===== config.mk =====
export PLATFORM = sky130hd
export DESIGN_NAME = hazard_ctrl
export DESIGN_NICKNAME = d
export VERILOG_FILES = /design/src/rtl/hazard_ctrl_pkg.sv /design/src/rtl/hazard_perf_cnt.sv /design/src/rtl/hazard_ctrl.sv
export SDC_FILE = /design/constraint.sdc
export NUM_CORES = 1
export LEC_CHECK = 0
export BUFFER_PORTS_ARGS = -buffer_cell sky130_fd_sc_hd__buf_2
export CAP_MARGIN = 20
export CORE_MARGIN = 2
export CORE_UTILIZATION = 59
export DETAILED_ROUTE_END_ITERATION = 16
export PLACE_DENSITY = 0.95
export SETUP_SLACK_MARGIN = 0.2
export SLEW_MARGIN = 20
export SYNTH_ARGS = -nofsm -noshare
export SYNTH_HDL_FRONTEND = slang
export SYNTH_SLANG_ARGS = --single-unit

===== constraint.sdc =====
create_clock -name clk -period 5.73 [get_ports clk]
set_input_delay 0.2865 -clock clk [delete_from_list [all_inputs] [get_ports clk]]
set_output_delay 0.2865 -clock clk [all_outputs]
set_load 0.005 [all_outputs]

===== src/rtl/hazard_ctrl_pkg.sv =====
// Shared pipeline definitions: hazard FSM state encodings, the default
// memory-wait timeout and the wait-counter helpers. The pipeline top
// imports this package as well, so the encodings seen on the state port
// always match what the rest of the pipeline expects.
package hazard_ctrl_pkg;

  // Hazard FSM states; the numeric values are visible on the state port
  typedef enum logic [1:0] {
    ST_RUN       = 2'd0,
    ST_LU_BUBBLE = 2'd1,
    ST_MEM_WAIT  = 2'd2
  } hz_state_t;

  // Default number of MEM_WAIT cycles before mem_timeout is raised
  localparam int MEM_TIMEOUT_DEFAULT = 255;

  // Width and ceiling of the internal memory-wait counter
  localparam int          WAIT_CNT_W   = 16;
  localparam logic [15:0] WAIT_CNT_MAX = 16'hFFFF;

  // Increment that sticks at the top value instead of rolling over
  function automatic logic [15:0] sat_inc16(input logic [15:0] value);
    return (value == WAIT_CNT_MAX) ? value : value + 16'd1;
  endfunction

endpackage


===== src/rtl/hazard_perf_cnt.sv =====
// Free-running performance counter: counts cycles where en is high and
// wraps naturally at 2^CNT_W. Cleared asynchronously by rst.
module hazard_perf_cnt #(
  parameter int CNT_W = 32
) (
  input  logic             clk,
  input  logic             rst,
  input  logic             en,
  output logic [CNT_W-1:0] count
);

  // Count qualifying cycles; overflow simply wraps back to zero
  always_ff @(posedge clk or posedge rst) begin
    if (rst) begin
      count <= '0;
    end else if (en) begin
      count <= count + CNT_W'(1);
    end
  end

endmodule


===== src/rtl/hazard_ctrl.sv =====
// Pipeline hazard controller. Decides each cycle which pipeline registers
// hold, which receive a NOP bubble, and tracks a small FSM so a load-use
// hazard produces exactly one bubble and a memory stall is remembered
// across cycles. Priority is memory stall, then branch redirect, then
// load-use. Control outputs are combinational; state, counters and the
// sticky timeout flag are registered.
module hazard_ctrl
  import hazard_ctrl_pkg::*;
#(
  parameter int MEM_TIMEOUT = MEM_TIMEOUT_DEFAULT,
  parameter int CNT_W       = 32
) (
  input  logic             clk,
  input  logic             rst,
  input  logic             load_use_rs1,
  input  logic             load_use_rs2,
  input  logic             ex_branch_taken,
  input  logic             mem_req,
  input  logic             mem_ready,
  output logic             pc_stall,
  output logic             ifid_stall,
  output logic             idex_stall,
  output logic             exmem_stall,
  output logic             ifid_flush,
  output logic             idex_flush,
  output logic             memwb_bubble,
  output logic [1:0]       state,
  output logic [CNT_W-1:0] stall_cnt,
  output logic [CNT_W-1:0] flush_cnt,
  output logic             mem_timeout
);

  localparam logic [WAIT_CNT_W-1:0] TIMEOUT_VAL = WAIT_CNT_W'(MEM_TIMEOUT);

  hz_state_t             cur_state;
  hz_state_t             next_state;
  logic                  mem_stall;
  logic                  load_use;
  logic [WAIT_CNT_W-1:0] wait_cnt;
  logic [WAIT_CNT_W-1:0] wait_next;
  logic                  timeout_hit;
  logic                  flush_any;

  assign mem_stall = mem_req & ~mem_ready;
  assign load_use  = load_use_rs1 | load_use_rs2;
  assign state     = cur_state;
  assign flush_any = ifid_flush | idex_flush;

  // Priority decode of control outputs and next state; a MEM_WAIT that is
  // released this cycle falls through to the same rules as RUN, so a branch
  // held in EX during the wait takes effect on the release cycle. All
  // controls are held low while reset is asserted.
  always_comb begin
    pc_stall     = 1'b0;
    ifid_stall   = 1'b0;
    idex_stall   = 1'b0;
    exmem_stall  = 1'b0;
    ifid_flush   = 1'b0;
    idex_flush   = 1'b0;
    memwb_bubble = 1'b0;
    next_state   = ST_RUN;

    if (mem_stall) begin
      pc_stall     = 1'b1;
      ifid_stall   = 1'b1;
      idex_stall   = 1'b1;
      exmem_stall  = 1'b1;
      memwb_bubble = 1'b1;
      next_state   = ST_MEM_WAIT;
    end else if (ex_branch_taken) begin
      ifid_flush = 1'b1;
      idex_flush = 1'b1;
      next_state = ST_RUN;
    end else if (load_use && (cur_state != ST_LU_BUBBLE)) begin
      pc_stall   = 1'b1;
      ifid_stall = 1'b1;
      idex_flush = 1'b1;
      next_state = ST_LU_BUBBLE;
    end

    if (rst) begin
      pc_stall     = 1'b0;
      ifid_stall   = 1'b0;
      idex_stall   = 1'b0;
      exmem_stall  = 1'b0;
      ifid_flush   = 1'b0;
      idex_flush   = 1'b0;
      memwb_bubble = 1'b0;
    end
  end

  // Next wait count: count up while waiting, restart from zero on entry
  always_comb begin
    wait_next = wait_cnt;
    if (cur_state == ST_MEM_WAIT) begin
      wait_next = sat_inc16(wait_cnt);
    end else if (next_state == ST_MEM_WAIT) begin
      wait_next = '0;
    end
  end

  assign timeout_hit = (cur_state == ST_MEM_WAIT) && (wait_next == TIMEOUT_VAL);

  // FSM state register
  always_ff @(posedge clk or posedge rst) begin
    if (rst) begin
      cur_state <= ST_RUN;
    end else begin
      cur_state <= next_state;
    end
  end

  // Wait counter and sticky timeout flag; the flag rises on the same edge
  // the counter reaches the limit and only reset clears it
  always_ff @(posedge clk or posedge rst) begin
    if (rst) begin
      wait_cnt    <= '0;
      mem_timeout <= 1'b0;
    end else begin
      wait_cnt <= wait_next;
      if (timeout_hit) begin
        mem_timeout <= 1'b1;
      end
    end
  end

  hazard_perf_cnt #(.CNT_W(CNT_W)) u_stall_cnt (
    .clk   (clk),
    .rst   (rst),
    .en    (pc_stall),
    .count (stall_cnt)
  );

  hazard_perf_cnt #(.CNT_W(CNT_W)) u_flush_cnt (
    .clk   (clk),
    .rst   (rst),
    .en    (flush_any),
    .count (flush_cnt)
  );

endmodule


=== Word-level counts from Yosys, hierarchy flattened ===
Cells that the tools add are included.

* Register bits after elaboration: 83
* Bits of input ports: 7
* Output and inout bits: 74
* Word-level logic and storage cells: 37

* Add/sub/neg operators: 3
* Equality and inequality tests: 5
* Muxes and demuxes: 18
* Bitwise logic cells: 4
* Reductions and logical operators: 2

{| class="wikitable"
|+ Operators with widths
! operator !! count
|-
| 32-bit by 1-bit adder with 32-bit output (second input constant) || 2
|-
| 16-bit 2-to-1 mux || 3
|-
| 16-bit by 1-bit adder with 16-bit output (second input constant) || 1
|-
| 16-bit equality test (second input constant) || 1
|-
| 16-bit by 8-bit equality test with 1-bit output (second input constant) || 1
|-
| 1-bit 2-to-1 mux || 14
|-
| 2-bit equality test (second input constant) || 2
|-
| 1-bit logical AND || 2
|-
| 2-bit 2-to-1 mux || 1
|-
| 2-bit by 1-bit inequality test with 1-bit output (second input constant) || 1
|-
| 1-bit bitwise OR || 2
|-
| 1-bit bitwise AND || 1
|-
| 1-bit inverter || 1
|}

=== Longest topological paths before layout ===
* Depth in word-level cells: 10
* Mapped depth: 8
* Depth with buffers taken out: 7

=== Hierarchy ===
A second synthesis with hierarchy kept.

* Cells, all modules: 391
* Area total of the unflattened synthesis: 4,291.6 um^2

{| class="wikitable"
|+ Modules (own cells, without submodules)
! module !! times used !! cells each !! area an instance (um^2) !! seq. area each (um^2)
|-
| hazard_perf_cnt || 2 || 126 || 1,510.2 || 800.8
|-
| hazard_ctrl || 1 || 139 || 1,271.2 || 475.5
|}

=== Least setup slack after synthesis ===
OpenSTA, ideal clock, no wires.

* Path kind: in2reg
* From: in rst
* To: reg u_flush_cnt.count[23]
* Library setup time: 0.123 ns
* Arrival time: 3.737 ns
* Data required time: 5.607 ns
* Slack: 1.870 ns
* Cell stages on the path: 7
* Buffers on the path: 1
* Cells stage by stage: inv_1 -> nand2_1 -> nor4_2 -> and4_1 -> clkbuf_1 -> nand4_1 -> xnor2_1

* Longest elaborated chain between the ends: 2
* Elaborated cells between the ends (all ways): 3
* Classes of those cells: 2 x mux; 1 x bitwise

{| class="wikitable"
|+ Ends and longest elaborated chain
! what !! line !! RTL
|-
| from (decl) || hazard_ctrl.sv:14 || <nowiki>input logic rst,</nowiki>
|-
| 1-bit 2-to-1 mux || hazard_ctrl.sv:81 || <nowiki>if (rst) begin</nowiki>
|-
| 1-bit bitwise OR (*) || hazard_ctrl.sv:47 || <nowiki>assign flush_any = ifid_flush | idex_flush;</nowiki>
|-
| to (signal assigned) || hazard_perf_cnt.sv:17 || <nowiki>count <= count + CNT_W'(1);</nowiki>
|-
| to (decl) || hazard_perf_cnt.sv:9 || <nowiki>output logic [CNT_W-1:0] count</nowiki>
|}

Mark *: on every way between the ends. The rest lies on a longest branch, timed or not.
A chain may end at the register's enable or synchronous reset.

=== Worst setup path in the final report ===
* From: reg wait_cnt[0]
* To: reg mem_timeout

* Longest elaborated chain between the ends: 5
* Elaborated cells between the ends (all ways): 7
* Classes of those cells: 1 x add/sub; 2 x eq/ne; 3 x mux; 1 x reduce/logical

{| class="wikitable"
|+ Ends and longest elaborated chain
! what !! line !! RTL
|-
| from (decl) || hazard_ctrl.sv:39 || <nowiki>logic [WAIT_CNT_W-1:0] wait_cnt;</nowiki>
|-
| from (signal assigned) || hazard_ctrl.sv:120 || <nowiki>wait_cnt <= wait_next;</nowiki>
|-
| 16-bit by 1-bit adder with 16-bit output or 16-bit equality test (tied branches) || hazard_ctrl_pkg.sv:23 || <nowiki>return (value == WAIT_CNT_MAX) ? value : value + 16'd1;</nowiki>
|-
| 16-bit 2-to-1 mux || hazard_ctrl_pkg.sv:23 ||
|-
| 16-bit 2-to-1 mux (*) || hazard_ctrl.sv:95 || <nowiki>if (cur_state == ST_MEM_WAIT) begin</nowiki>
|-
| 16-bit by 8-bit equality test with 1-bit output (*) || hazard_ctrl.sv:102 || <nowiki>assign timeout_hit = (cur_state == ST_MEM_WAIT) && (wait_next == TIMEOUT_VAL);</nowiki>
|-
| 1-bit logical AND (*) || hazard_ctrl.sv:102 ||
|-
| to (signal assigned) || hazard_ctrl.sv:118 || <nowiki>mem_timeout <= 1'b0;</nowiki>
|-
| to (signal assigned) || hazard_ctrl.sv:122 || <nowiki>mem_timeout <= 1'b1;</nowiki>
|-
| to (decl) || hazard_ctrl.sv:30 || <nowiki>output logic mem_timeout</nowiki>
|}

Marked as above.

==> impl_metrics.sql <==
INSERT INTO impl_metrics (metric_group, metric, value, unit) VALUES
('sta', 'number_of_endpoints_with_negative_hold_slack_in_the_final_report', '0', ''),
('sta', 'timing.fmax', '0.372', 'GHz'),
('global_routing', 'grt_pass1_vias', '2875', ''),
('outcome', 'outcome', 'complete, no violations', ''),
('floorplan', 'die_area', '7490', 'um^2'),
('final_layout', 'design.final.nets', '468', ''),
('clock_network', 'worst_skew_pair.late_latency', '0.36', 'ns'),
('place', 'dp_hpwl', '5.68', 'mm'),
('sta', 'rsz0062_at_grt', 'no', ''),
('sta', 'setup_total_negative_slack', '0', 'ns'),
('floorplan', 'rows', '30', ''),
('place', 'place_ws', '3.09', 'ns'),
('clock_network', 'htree_levels', '3', ''),
('detailed_routing', 'vias', '3127', ''),
('sta', 'setup_slack', '3.04', 'ns'),
('min_path', 'hold_depth', '2', ''),
('critical_path', 'timing.critical_path.from', 'wait_cnt[0]', ''),
('clock_network', 'clockBufferDepth', '2', ''),
('critical_path', 'worst_r2r_path_depth', '7', ''),
('yosys', 'yosysMostFrequentCell', 'dfrtp_1', ''),
('floorplan', 'chipWidth', '86.6', 'um'),
('final_layout', 'antenna_diode_count', '0', ''),
('sta', 'final.period_utilization', '46.9', '%'),
('critical_path', 'crit_arrival', '2.95', 'ns'),
('floorplan', 'fp.coreArea', '6680', 'um^2'),
('critical_path', 'critical_path_class', 'reg -> reg', ''),
('yosys', 'synth_top_flop_cell', 'dfrtp_1', ''),
('detailed_routing', 'drt_iter0_drc', '294', ''),
('final_layout', 'final_layout_size_suffix_gt1_share', '25.5', '%'),
('clock_network', 'post_cts.resized_instances', '0', ''),
('clock_network', 'tritoncts_buffers', '9', ''),
('yosys', 'syn-mean-instance-area', '10.6', 'um^2'),
('yosys', 'netlist_area', '4020', 'um^2'),
('yosys', 'yosys.area.top_type_share', '51.6', '%'),
('yosys', 'yosysTopAreaCell', 'dfrtp_1', ''),
('sta', 'timing.slew.headroom', '48.2', '%'),
('global_routing', 'grt_max_degree', '86', ''),
('clock_network', 'cts.sink_count', '83', ''),
('critical_path', 'worstSetupEndpointType', 'flop', ''),
('final_layout', 'areaGrowthSynthToFinish', '16.2', '%'),
('flow_run', 'max-cap-violations', '0', ''),
('power_and_ir_drop', 'power_per_cell_area', '290', 'nW/um^2'),
('critical_path', 'required_time_of_the_worst_setup_path', '5.99', 'ns'),
('detailed_routing', 'drc', '0', ''),
('sta', 'period_needed', '2.69', 'ns'),
('detailed_routing', 'finalWirelength', '8.25', 'mm'),
('sta', 'fin_skew', '0.0124', 'ns'),
('critical_path', 'regToRegSetupSlack', '3.04', 'ns'),
('clock_network', 'cts_tree', 'built', ''),
('global_routing', 'grt_antenna_before_repair', '0', ''),
('clock_network', 'clk_pin_slew_worst_paths', '0.09', 'ns'),
('yosys', 'yosys.cell_types.count', '52', ''),
('clock_network', 'cts_post_setup_buffers_inserted', '0', ''),
('critical_path', 'reg2reg_from', 'wait_cnt[0]', ''),
('power_and_ir_drop', 'ir_worst_vdd', '0.210', 'mV'),
('critical_path', 'crit_end', 'mem_timeout', ''),
('yosys', 'synth_common_cells', 'dfrtp_1, xnor2_1, nand2_1', ''),
('clock_network', 'library_cell_used_as_clock_root_buffer', 'clkbuf_8', ''),
('detailed_routing', 'antenna_violating_nets_post_route', '0', ''),
('critical_path', 'worst_setup_path_start_kind', 'flop', ''),
('yosys', 'synthCells', '379', ''),
('power_and_ir_drop', 'leakage', '2.31', 'nW'),
('critical_path', 'worst_r2r_endpoint', 'mem_timeout', ''),
('yosys', 'synth_fp_nets', '389', ''),
('floorplan', 'top_level_ports', '81', ''),
('floorplan', 'die_height', '86.6', 'um'),
('detailed_routing', 'avgRoutedWirePerCell', '15.2', 'um'),
('global_routing', 'grt_resource_usage_total', '23.5', '%'),
('yosys', 'synth_enable_flop_cells', '0', ''),
('detailed_routing', 'drt_first_pass_iters', '4', ''),
('place', 'numPortBuffers', '80', '');
sequential cells by signal, summed over array words and instances (netlist names):
register and count:
u_flush_cnt.count 32, u_stall_cnt.count 32, wait_cnt 16, state 2, mem_timeout 1
how the worst min path moves through the flow:
stage | start | to | slack [ns]
4_1_cts | ex_branch_taken | state[0] | 0.14
2_1_floorplan | ex_branch_taken | state[0] | 0.36
3_5_place_dp | u_stall_cnt.count[31] | u_stall_cnt.count[31] | 0.45
5_1_grt | ex_branch_taken | state[0] | 0.15
3_3_place_gp | mem_timeout | mem_timeout | 0.45
6_report | ex_branch_taken | state[0] | 0.15
metal layers:
| metal | GRT usage [%] | vias to the layer above | part of all wire [%] |
|---|---|---|---|
| li1 | - | 1468 | - |
| met1 | 32.2 | 1520 | 44 |
| met2 | 37.1 | 118 | 48 |
| met3 | 4.95 | 21 | 6.3 |
| met4 | 9.09 | 0 | 2.5 |
| met5 | 0 | - | 0 |
cell usage in the layout (no fill, tap or decap), drive strengths merged, types with 6 or more instances in the layout:
cell type,instances
xor2,22
nand3,28
dfrtp,83
nand4,23
xnor2,42
buf,82
nor3,11
and3,7
clkbuf,10
and4,6
nor2,29
mux2i,11
inv,16
nand2,39
cells by family after synthesis:
| logic type | after synthesis | share of synthesized area [%] |
|---|---|---|
| and+or+nand+nor | 169 | 23.2 |
| DFF | 83 | 51.6 |
| xor gates and xnor gates | 64 | 13.9 |
| buffers and inverters | 29 | 3.30 |
| AOI/OAI and AO/OA | 18 | 3.73 |
| muxes | 13 | 3.30 |
| adders and majority gates | 3 | 0.933 |
stage by stage:
step	instance area (um^2)	total power, mW	utilization [%]	std cells	hold slack, ns
after floorplan	4020	0.829	-	379	0.359
after global placement	4460	0.904	66.8	527	0.449
after detailed placement	4460	0.915	66.8	527	0.452
after CTS	4670	1.36	69.9	543	0.139
after global routing	4680	1.42	70.0	543	0.151
final	4680	1.36	70.0	543	0.146
power by group:
| part | switching [mW] | internal, mW | total [mW] |
|---|---|---|---|
| registers | 0.0796 | 0.643 | 0.722 |
| logic | 0.0941 | 0.0951 | 0.189 |
| clock network | 0.227 | 0.219 | 0.446 |
area by class of cell:
type,instances,area (um^2)
inverter,15,57.6
sequential,83,2080
clock inverter,6,71.3
tap,80,100
fill,494,2010
clock buffer,10,138
timing repair buffer,82,419
multi-input combinational,267,1810
worst max-delay path, cell delays in order, from the launching register on:
cell	delay [ns]
dfrtp_1	0.45
ha_1	0.26
nand4_2	0.14
o41a_1	0.66
and3_1	0.32
xor2_1	0.14
or4_1	0.42
o41ai_2	0.20
Note: power is estimated with default switching activity, not from simulation.
